==> src/rtl/cache_pkg.sv <==
// Shared geometry, FSM state type and helpers for the instruction and data caches.
// A 10-bit byte address splits into tag[9:7], index[6:4], word[3:2] and byte[1:0].
package cache_pkg;

    localparam int TAG_W     = 3;
    localparam int IDX_W     = 3;
    localparam int OFF_W     = 2;
    localparam int BLOCK_W   = 128;
    localparam int NUM_LINES = 8;
    localparam int WORD_W    = 32;
    localparam int ADDR_W    = TAG_W + IDX_W + OFF_W + 2;
    localparam int BADDR_W   = TAG_W + IDX_W;

    typedef enum logic [1:0] {
        IDLE     = 2'd0,
        MEM_READ = 2'd1,
        UPDATE   = 2'd2
    } state_t;

    // Word n of a block sits at bits [32n+31:32n].
    function automatic logic [WORD_W-1:0] select_word(
        input logic [BLOCK_W-1:0] block,
        input logic [OFF_W-1:0]   offset
    );
        logic [6:0] base;
        base = {offset, 5'b00000};
        return block[base +: WORD_W];
    endfunction

    function automatic logic [TAG_W-1:0] addr_tag(input logic [ADDR_W-1:0] addr);
        return addr[ADDR_W-1 -: TAG_W];
    endfunction

    function automatic logic [IDX_W-1:0] addr_index(input logic [ADDR_W-1:0] addr);
        return addr[ADDR_W-TAG_W-1 -: IDX_W];
    endfunction

    function automatic logic [OFF_W-1:0] addr_offset(input logic [ADDR_W-1:0] addr);
        return addr[3:2];
    endfunction

endpackage

==> src/rtl/cache_line_store.sv <==
// Valid/tag/data storage for a direct-mapped cache: one write port used to
// install a fetched block, one combinational read port used by the hit check.
// Only the valid bits are reset; tag and data contents are meaningless while
// their valid bit is clear.
module cache_line_store
    import cache_pkg::*;
(
    input  logic               clk,
    input  logic               rst,
    input  logic               wr_en,
    input  logic [IDX_W-1:0]   wr_index,
    input  logic [TAG_W-1:0]   wr_tag,
    input  logic [BLOCK_W-1:0] wr_data,
    input  logic [IDX_W-1:0]   rd_index,
    output logic               rd_valid,
    output logic [TAG_W-1:0]   rd_tag,
    output logic [BLOCK_W-1:0] rd_data
);

    logic [NUM_LINES-1:0] valid;
    logic [TAG_W-1:0]     tag_array  [NUM_LINES];
    logic [BLOCK_W-1:0]   data_array [NUM_LINES];

    // Valid bits: cleared by reset (which wins over a fill in the same edge), set when a line is installed.
    always_ff @(posedge clk) begin
        if (rst) begin
            valid <= '0;
        end else if (wr_en) begin
            valid[wr_index] <= 1'b1;
        end
    end

    // Tag and data arrays: written on install only, never reset.
    always_ff @(posedge clk) begin
        if (wr_en) begin
            tag_array[wr_index]  <= wr_tag;
            data_array[wr_index] <= wr_data;
        end
    end

    // Combinational read port for the lookup.
    always_comb begin
        rd_valid = valid[rd_index];
        rd_tag   = tag_array[rd_index];
        rd_data  = data_array[rd_index];
    end

endmodule

==> src/rtl/cache_instruction.sv <==
// Direct-mapped, read-only instruction cache: 8 lines of 16 bytes in front of
// a 1 KB instruction memory with a 128-bit block interface. Hits return the
// instruction combinationally; a miss stalls the CPU, fetches the block,
// installs it and then serves the hit from the refilled line.
module cache_instruction
    import cache_pkg::*;
(
    input  logic                CLK,
    input  logic                RESET,
    input  logic [ADDR_W-1:0]   address,
    input  logic                mem_busywait,
    input  logic [BLOCK_W-1:0]  mem_readdata,
    output logic [BADDR_W-1:0]  mem_address,
    output logic [WORD_W-1:0]   readdata,
    output logic                busywait,
    output logic                mem_read
);

    state_t              state;

    logic [TAG_W-1:0]    tag;
    logic [IDX_W-1:0]    index;
    logic [OFF_W-1:0]    offset;

    logic                line_valid;
    logic [TAG_W-1:0]    line_tag;
    logic [BLOCK_W-1:0]  line_data;
    logic                hit;
    logic                fill_en;

    // Byte offset bits carry no information for word-aligned fetches.
    logic                byte_offset_unused;

    // Address field split; the CPU holds the address stable during a stall,
    // so the fill uses these fields directly without latching them.
    always_comb begin
        tag                = addr_tag(address);
        index              = addr_index(address);
        offset             = addr_offset(address);
        byte_offset_unused = ^address[1:0];
    end

    cache_line_store u_line_store (
        .clk      (CLK),
        .rst      (RESET),
        .wr_en    (fill_en),
        .wr_index (index),
        .wr_tag   (tag),
        .wr_data  (mem_readdata),
        .rd_index (index),
        .rd_valid (line_valid),
        .rd_tag   (line_tag),
        .rd_data  (line_data)
    );

    // Hit detection, word select and stall request. In IDLE the stall follows
    // the hit check in the same cycle the address changes; any fill state stalls.
    always_comb begin
        hit         = line_valid && (line_tag == tag);
        readdata    = select_word(line_data, offset);
        busywait    = (state != IDLE) || !hit;
        mem_address = {tag, index};
        fill_en     = (state == UPDATE);
    end

    // Miss-handling FSM with a registered memory read request; reset has
    // priority and abandons any fill in progress.
    always_ff @(posedge CLK) begin
        if (RESET) begin
            state    <= IDLE;
            mem_read <= 1'b0;
        end else begin
            case (state)
                IDLE: begin
                    if (!hit) begin
                        state    <= MEM_READ;
                        mem_read <= 1'b1;
                    end
                end
                MEM_READ: begin
                    // Memory drops its busy flag once the block is valid.
                    if (!mem_busywait) begin
                        state    <= UPDATE;
                        mem_read <= 1'b0;
                    end
                end
                UPDATE: begin
                    // The line store captures mem_readdata at this edge.
                    state    <= IDLE;
                    mem_read <= 1'b0;
                end
                default: begin
                    state    <= IDLE;
                    mem_read <= 1'b0;
                end
            endcase
        end
    end

endmodule

==> config.mk <==
export PLATFORM = sky130hd
export DESIGN_NAME = cache_instruction
export DESIGN_NICKNAME = d
export VERILOG_FILES = /design/src/rtl/cache_pkg.sv /design/src/rtl/cache_line_store.sv /design/src/rtl/cache_instruction.sv
export SDC_FILE = /design/constraint.sdc
export NUM_CORES = 1
export LEC_CHECK = 0
export ABC_AREA = 1
export BUFFER_PORTS_ARGS = -buffer_cell sky130_fd_sc_hd__buf_2
export CAP_MARGIN = 25
export CORE_MARGIN = 4
export CORE_UTILIZATION = 40
export DETAILED_ROUTE_END_ITERATION = 8
export REMOVE_ABC_BUFFERS = 1
export SLEW_MARGIN = 30
export SYNTH_ARGS = -nofsm -noshare
export SYNTH_HDL_FRONTEND = slang
export SYNTH_HIERARCHICAL = 1
export SYNTH_SLANG_ARGS = --single-unit
export TNS_END_PERCENT = 20
==> constraint.sdc <==
create_clock -name CLK -period 19.7 [get_ports CLK]
set_input_delay 1.97 -clock CLK [delete_from_list [all_inputs] [get_ports CLK]]
set_output_delay 1.97 -clock CLK [all_outputs]
set_load 0.1 [all_outputs]
# --- After elaboration in Yosys (flattened, before gate mapping) ---
# Memory sizes are Yosys's and may differ from the RTL's.
# Cells that the tools add are included.
word_totals:
  memories: 2
  latchBits: 0
  word_cells: 33
  mem_bits_rw: 1048
  mem_bits_ro: 0
  regBits: 11
op_classes:
  n_mul: 0
  muxes: 12
  n_addsub: 0
  n_reduce_logical: 7
  eq_ne: 5
  n_bitwise: 1
  n_lt_le_gt_ge: 2
  div: 0
  shifts: 1
memory_table:
  columns: ["memory", "words", "word_bits", "rd", "rd_ports_with_merged_regs", "wr", "line", "rtl"]
  rows:
  - ["u_line_store.data_array", 8, 128, 1, 0, 1, "cache_line_store.sv:22", "logic [BLOCK_W-1:0] data_array [NUM_LINES];"]
  - ["u_line_store.tag_array", 8, 3, 1, 0, 1, "cache_line_store.sv:21", "logic [TAG_W-1:0] tag_array [NUM_LINES];"]
op_table:
  columns: ["cell", "count"]
  rows:
  - ["128-bit by 8-bit indexed part select with 32-bit output", 1]
  - ["8-bit OR", 1]
  - ["1-bit 2-to-1 mux", 6]
  - ["3-bit by 4-bit < comparator with 1-bit output (second input constant)", 1]
  - ["2-bit 2-to-1 mux", 2]
  - ["2-bit inequality test (second input constant)", 2]
  - ["2-bit case mux with 2 select lines", 1]
  - ["1-bit binary-select mux with 3-bit select", 1]
  - ["1-bit demux with 3-bit select", 1]
  - ["3-bit == test", 1]
  - ["3-bit by 1-bit >= comparator with 1-bit output (second input constant)", 1]
  - ["2-bit by 1-bit == test with 1-bit output (second input constant)", 1]
  - ["2-bit == test (second input constant)", 1]
  - ["1-bit logical AND", 2]
  - ["2-bit zero test", 1]
  - ["1-bit case mux with 2 select lines", 1]
  - ["2-bit AND reduction", 1]
  - ["2-bit nonzero test", 1]
  - ["1-bit zero test", 1]
  - ["1-bit logical OR", 1]

# --- Longest topological paths before layout ---
# Gate-level depths: netlist of run 1.
logic_depth:
  depth_word: 5
  ltp_mapped: 17
  depth_no_buf: 14

# --- Modules after synthesis ---
# The synthesis of run 1 kept the hierarchy.
modules_own_cells:
  columns: ["mod", "cells_each", "seq_area_each_um2", "n_inst", "area_each_um2"]
  rows:
  - ["cache_line_store", 4599, 31630.3, 1, 46218.1]
  - ["cache_instruction", 220, 60.1, 1, 1113.6]

# --- Worst setup path after synthesis of run 1 ---
# No wires, ideal clock.
synth_path:
  path_type: "input port to flip-flop"
  start: "in address[4]"
  end: "mem u_line_store.data_array[7][0] (enable)"
  setup_time_ps: 624
  setup_slack_ps: 11569
  stages: 2
  required_ps: 19076
  t_arrival_ps: 7507
  cell_sequence: "nand2_1 > nor2_1"
synth_rtl:
  columns: ["item", "line", "rtl"]
  rows:
  - ["start, declared", "cache_instruction.sv:10", "input logic [ADDR_W-1:0] address,"]
  - ["end, declared", "cache_line_store.sv:22", null]
# No word-level cell before the write port.

# --- Worst setup path in the final report of run 1 ---
layout_path:
  start: "in address[4]"
  end: "out readdata[4]"
layout_via:
  elab_chain_len: 2
layout_lines:
  columns: ["item", "line", "rtl"]
  rows:
  - ["memory read 8 x 128 bit", null, null]
  - ["named net line_data[36]", "cache_instruction.sv:27", "logic [BLOCK_W-1:0] line_data;"]
  - ["128-bit by 8-bit indexed part select with 32-bit output", "cache_pkg.sv:27", "return block[base +: WORD_W];"]
  - ["end, declared", "cache_instruction.sv:14", "output logic [WORD_W-1:0] readdata,"]
# The timed path passes the listed nets, and every way through them passes these cells.

==> results of run 1 <==
==> registers in the layout, summed over array words and instances, names as in the netlist <==
| register | count |
|---|---|
| u_line_store/data_array | 1024 |
| state | 2 |
| u_line_store/valid | 8 |
| mem_read | 1 |
| u_line_store/tag_array | 24 |
==> cell usage in the layout (no fill, tap or decap), types with 2 or more instances in the layout <==
cell	synthesis	routed
buf_2	131	174
o21ai_0	57	57
nor2_2	2	2
clkbuf_16	0	109
inv_16	0	2
buf_8	8	2
buf_6	40	3
edfxtp_1	1048	1048
a21oi_1	8	8
o22ai_1	32	32
nand2_2	3	3
clkbuf_1	10	15
nand2_1	1737	1737
inv_6	1	4
buf_4	26	24
diode_2	0	17
inv_1	1076	1068
nor2_1	73	72
o21ai_1	7	7
dfxtp_1	11	11
buf_16	0	2
clkinvlp_4	0	5
inv_8	0	8
bufinv_16	0	8
clkinv_1	0	32
clkinv_2	0	22
nand3_1	529	529
buf_12	1	4
==> layout make-up <==
class,instances,share of cell area (%)
sequential,1059,60.4
multi-input combinational,2450,19.2
inverter,1080,7.91
clock buffer,124,5.31
tap,1524,3.63
timing repair buffer,209,2.38
clock inverter,73,1.11
antenna,17,0.0811
==> per-layer routing <==
layer	vias to the layer above	global-route usage, %	share of wire [%]
li1	15200	-	-
met1	14500	22.1	42
met2	674	31.2	49
met3	203	3.67	6.0
met4	24	6.05	2.6
met5	-	0	0.14
==> path summary, 6_finish.rpt <==
kind / end / slack [ns] / cells after the start
max: readdata[4] / 11.85 / 12
min reg2reg: u_line_store/valid[6]$_SDFFE_PP0P_ / 0.46 / 2
min: u_line_store/valid[6]$_SDFFE_PP0P_ / 0.46 / 2
max reg2reg: u_line_store/data_array[2][4]$_DFFE_PP_ / 16.56 / 7
==> critical path, cell delays in order <==
cell and delay [ns]:
buf_8 0.37, buf_12 0.53, buf_4 0.74, buf_4 0.81, nand2_1 0.14, nand3_1 0.11
nand2_1 0.06, nand2_1 0.05, nand2_1 0.05, o21ai_0 0.30, o22ai_1 0.18, buf_2 0.33
==> logic make-up after synthesis <==
logic type | synth area share [%]
AOI/OAI and AO/OA | 1.20
buffers and inverters | 11.8
DFF | 67.0
and+or+nand+nor | 20.0
==> metrics by stage <==
stage	hold WS (ns)	cells
floorplan	0.429	4589
global placement	0.443	6320
detailed placement	0.446	6320
CTS	0.456	6517
global route	0.469	6528
finish	0.455	6536
==> Yosys cell counts <==
master	number
a21oi_1	8
a21oi_2	1
buf_1	13
buf_12	1
buf_2	131
buf_4	26
buf_6	40
buf_8	8
clkbuf_1	10
clkbuf_2	1
dfxtp_1	11
edfxtp_1	1048
inv_1	1076
inv_2	2
inv_4	1
inv_6	1
nand2_1	1737
nand2_2	3
nand3_1	529
nor2_1	73
nor2_2	2
nor3_1	1
o21ai_0	57
o21ai_1	7
o22ai_1	32
==> where the power goes <==
part,internal [mW],switching (mW),leakage (nW)
combinational,0.0817,0.273,12.6
sequential,2.50,0.00397,9.52
clock,1.11,0.836,1.65
==> flow_summary.toml, run 1 <==
[die]
io_pins = 181
start_util_pct = 40.5
dieHeight_um = 352
rows = 125
die_area_um2 = 124000
coreArea_um2 = 117000
die_w_um = 352

[clock_tree]
post-cts-setup-buffer-count = 0
clk_pin_slew_ns = 0.06
postCtsHoldBufs = 0
cts_root_buf = "clkbuf_16"
cts_tree = "done"
clk_latency_ns = 0.67
clockBufferDepth = 3
clock-sinks = 1059
numCtsBuffers = 108
htree_levels = 3
cts_resized = 0

[place]
hpwl_um = 53600
portBuffers = 178
gp_congestion = 0.696
dp_slack_ns = 11.62
placed_area_um2 = 49000

[sta]
clock.fmax_mhz = 127
rsz0062_at_grt = "no"
slew_headroom_pct = 34.1
fin_setup_tns_ns = 0
setup_ws_ns = 11.85
period_needed_ns = 7.85
setup_violations = 0
period_share_pct = 39.9
drv_slew = 0
finalHoldViolations = 0
worst_pin_slew_ns = 0.989
clock_skew_ns = 0.0200

[layout]
multi_input_area_um2 = 10100
nFillCells = 10600
area_growth_pct = 10.8
final_cell_area_um2 = 52500
utilization_pct = 44.9
seq_area_um2 = 31700
layout.nets = 5049
drive_gt1_share_pct = 7.57

[pwr]
leakage_nw = 23.8
power_density_nw_per_um2 = 91.6
total_power_mw = 4.81
ir_drop_mv = 0.0645

[logic_synthesis]
yosysTopAreaCell = "edfxtp_1"
ys_ff_latch = 1059
ys_types = 25
netlist_instances = 4819
yosysSeqAreaShare_pct = 67.0
ys_warn_count = 6
syn_area_per_cell_um2 = 9.82
synth_area_leaders = "edfxtp_1 (66%), nand2_1 (14%), inv_1 (8.5%)"
syn_area_um2 = 47300
synth_top_cell_area_share_pct = 66.5

[drt]
antenna_left = 0
wl_per_cell_um = 17.2
num_vias = 30600
route.detailed.drc = 0
drtIter0Drc = 1943
drt_first_pass_iters = 8
drt_wl_total_um = 112000
viasPerCell = 4.69

[grt]
antenna_found_initial = 38
grt_pass1_wl_um = 172000
grt_use_total_pct = 17.9
grt-ovfl-total = 0
grt_pass1_vias = 29400
grt_max_degree = 370

[flow_run]
drv_cap = 0

[setup_path]
critPathKind = "in2out"
arrival_ns = 5.88
cp-end-kind = "output port"
cp-start-kind = "input pin"
critical_path_required_ns = 17.73
startpoint = "address[4]"
reg2reg_from = "state[1]$_SDFFE_PP0P_"
critPathMaxFanout = 144

[outcome]
status = "completed"

[worst_hold_path]
min_from = "u_line_store/valid[6]$_SDFFE_PP0P_"
hp-class = "reg2reg"
Note: power is estimated with default switching activity, not from simulation.
==> run 2: changes to the inputs <==
clock period = 7 ns   (was 19.7 ns; I/O delays follow)
==> flow_summary.toml, run 2 (synthesized netlist as in run 1, its figures left out) <==
[sta]
slew_headroom_pct = 34.6
rsz0062_at_grt = "no"
setup_violations = 0
finalHoldViolations = 0
clock_skew_ns = 0.0216
worst_pin_slew_ns = 0.980
drv_slew = 0
period_share_pct = 68.6
clock.fmax_mhz = 208
period_needed_ns = 4.80

[pwr]
internal-power_mw = 10.7
p_sw_mw = 3.10
clockPowerShare_pct = 41.8
seqPwrFrac_pct = 50.9
power_density_nw_per_um2 = 262
ir_drop_mv = 0.169
p_sw_share_pct = 22.4
leakage_nw = 23.9
combPwrFrac_pct = 7.2

[layout]
layout_common_cells = "nand2_1 (1737), inv_1 (1068), edfxtp_1 (1048), nand3_1 (529), buf_2 (174)"
area_growth_pct = 11.3
final_common_cell = "nand2_1"
final_cell_area_um2 = 52700
largest_register = "u_line_store/data_array"
utilization_pct = 45.1
largest_reg_flops = 1024
drive_gt1_share_pct = 7.74
layout.nets = 5050
reg_top3 = "u_line_store/data_array: 1024 flops, u_line_store/tag_array: 24 flops, u_line_store/valid: 8 flops"
nFillCells = 10700

[clock_tree]
post-cts-setup-buffer-count = 0
clk_pin_slew_ns = 0.06
cts_root_buf = "clkbuf_16"
cts_tree = "done"
clk_latency_ns = 0.67
clock-sinks = 1059
cts_resized = 0
numCtsBuffers = 104
htree_levels = 3
clockBufferDepth = 3
postCtsHoldBufs = 0

[grt]
grt_pass1_wl_um = 171000
antenna_found_initial = 38
grt_use_total_pct = 17.7
grt-ovfl-total = 0
grt_max_degree = 312
grt_pass1_vias = 29200

[setup_path]
startpoint = "address[4]"
critPathMaxFanout = 311
reg2reg_from = "state[1]$_SDFFE_PP0P_"
arrival_ns = 4.10
cp-end-kind = "output port"
critical_path_required_ns = 6.30
critPathKind = "in2out"
cp-start-kind = "input pin"

[drt]
topRoutingLayerUsed = "met5"
antenna_left = 0
wl_met1_um = 48100
drtIter0Drc = 1907
wl_per_cell_um = 17.2
met3_length_um = 6540
drt_first_pass_iters = 5
num_vias = 30600
viasPerCell = 4.67
drt_wl_total_um = 112000
wl_met2_um = 55100
route.detailed.drc = 0

[die]
rows = 125
io_pins = 181
dieHeight_um = 352
die_area_um2 = 124000
die_w_um = 352
start_util_pct = 40.5
coreArea_um2 = 117000

[place]
portBuffers = 178
gp_congestion = 0.711
hpwl_um = 55000
placed_area_um2 = 49100

[worst_hold_path]
min_from = "mem_readdata[106]"
hp-class = "in2reg"

[flow_run]
drv_cap = 0

[outcome]
status = "completed"
-- run 2: path summary, 6_finish.rpt --
kind	to	slack (ns)	cells past startpoint
worst max-delay path	readdata[13]	2.20	11
worst min-delay path	u_line_store/data_array[4][106]$_DFFE_PP_	0.29	1
worst max register to register	u_line_store/data_array[4][104]$_DFFE_PP_	3.91	7
worst min register to register	u_line_store/valid[1]$_SDFFE_PP0P_	0.46	2
-- run 2: metal layers --
layer	vias up	GRT usage, %
li1	15200	-
met1	14400	22.7
met2	716	30.7
met3	193	2.91
met4	12	5.54
met5	-	0
-- run 2: worst max-delay path, stage by stage --
cell       delay (ns)
buf_8            0.43
clkinv_16        0.68
buf_4            0.62
nand2_1          0.12
nand3_1          0.07
nand2_1          0.10
nand2_1          0.05
nand2_1          0.08
o21ai_0          0.13
o22ai_1          0.30
buf_2            0.49
-- run 2: power groups by stage --
stage	Combinational [mW]	Sequential, mW	Clock (mW)
after global placement	1.00	7.17	0
final	1.00	7.04	5.78
after CTS	1.01	7.04	5.91
after floorplan	0.579	7.19	0
after global routing	1.11	7.04	6.17
after detailed placement	1.01	7.17	0
-- run 2: final cells by class --
cell class	instances	area (um2)	share of cell area (%)
flip-flops and latches	1059	31700	60.1
well taps	1524	1910	3.62
diodes	16	40.0	0.0760
multi-input cells	2450	10100	19.1
clock buffers	134	2860	5.43
repair buffers	214	1280	2.42
inverters	1080	4150	7.88
clock inverters	62	703	1.33
-- run 2: metrics by stage --
stage | setup slack [ns] | hold slack (ns) | setup TNS [ns] | power, mW | cells
floorplan | -0.166 | 0.429 | -5.24 | 7.76 | 4589
global placement | 2.22 | 0.445 | 0 | 8.17 | 6327
detailed placement | 2.20 | 0.449 | 0 | 8.18 | 6327
CTS | 2.19 | 0.230 | 0 | 14.0 | 6523
global route | 1.99 | 0.271 | 0 | 14.3 | 6530
finish | 2.20 | 0.288 | 0 | 13.8 | 6539
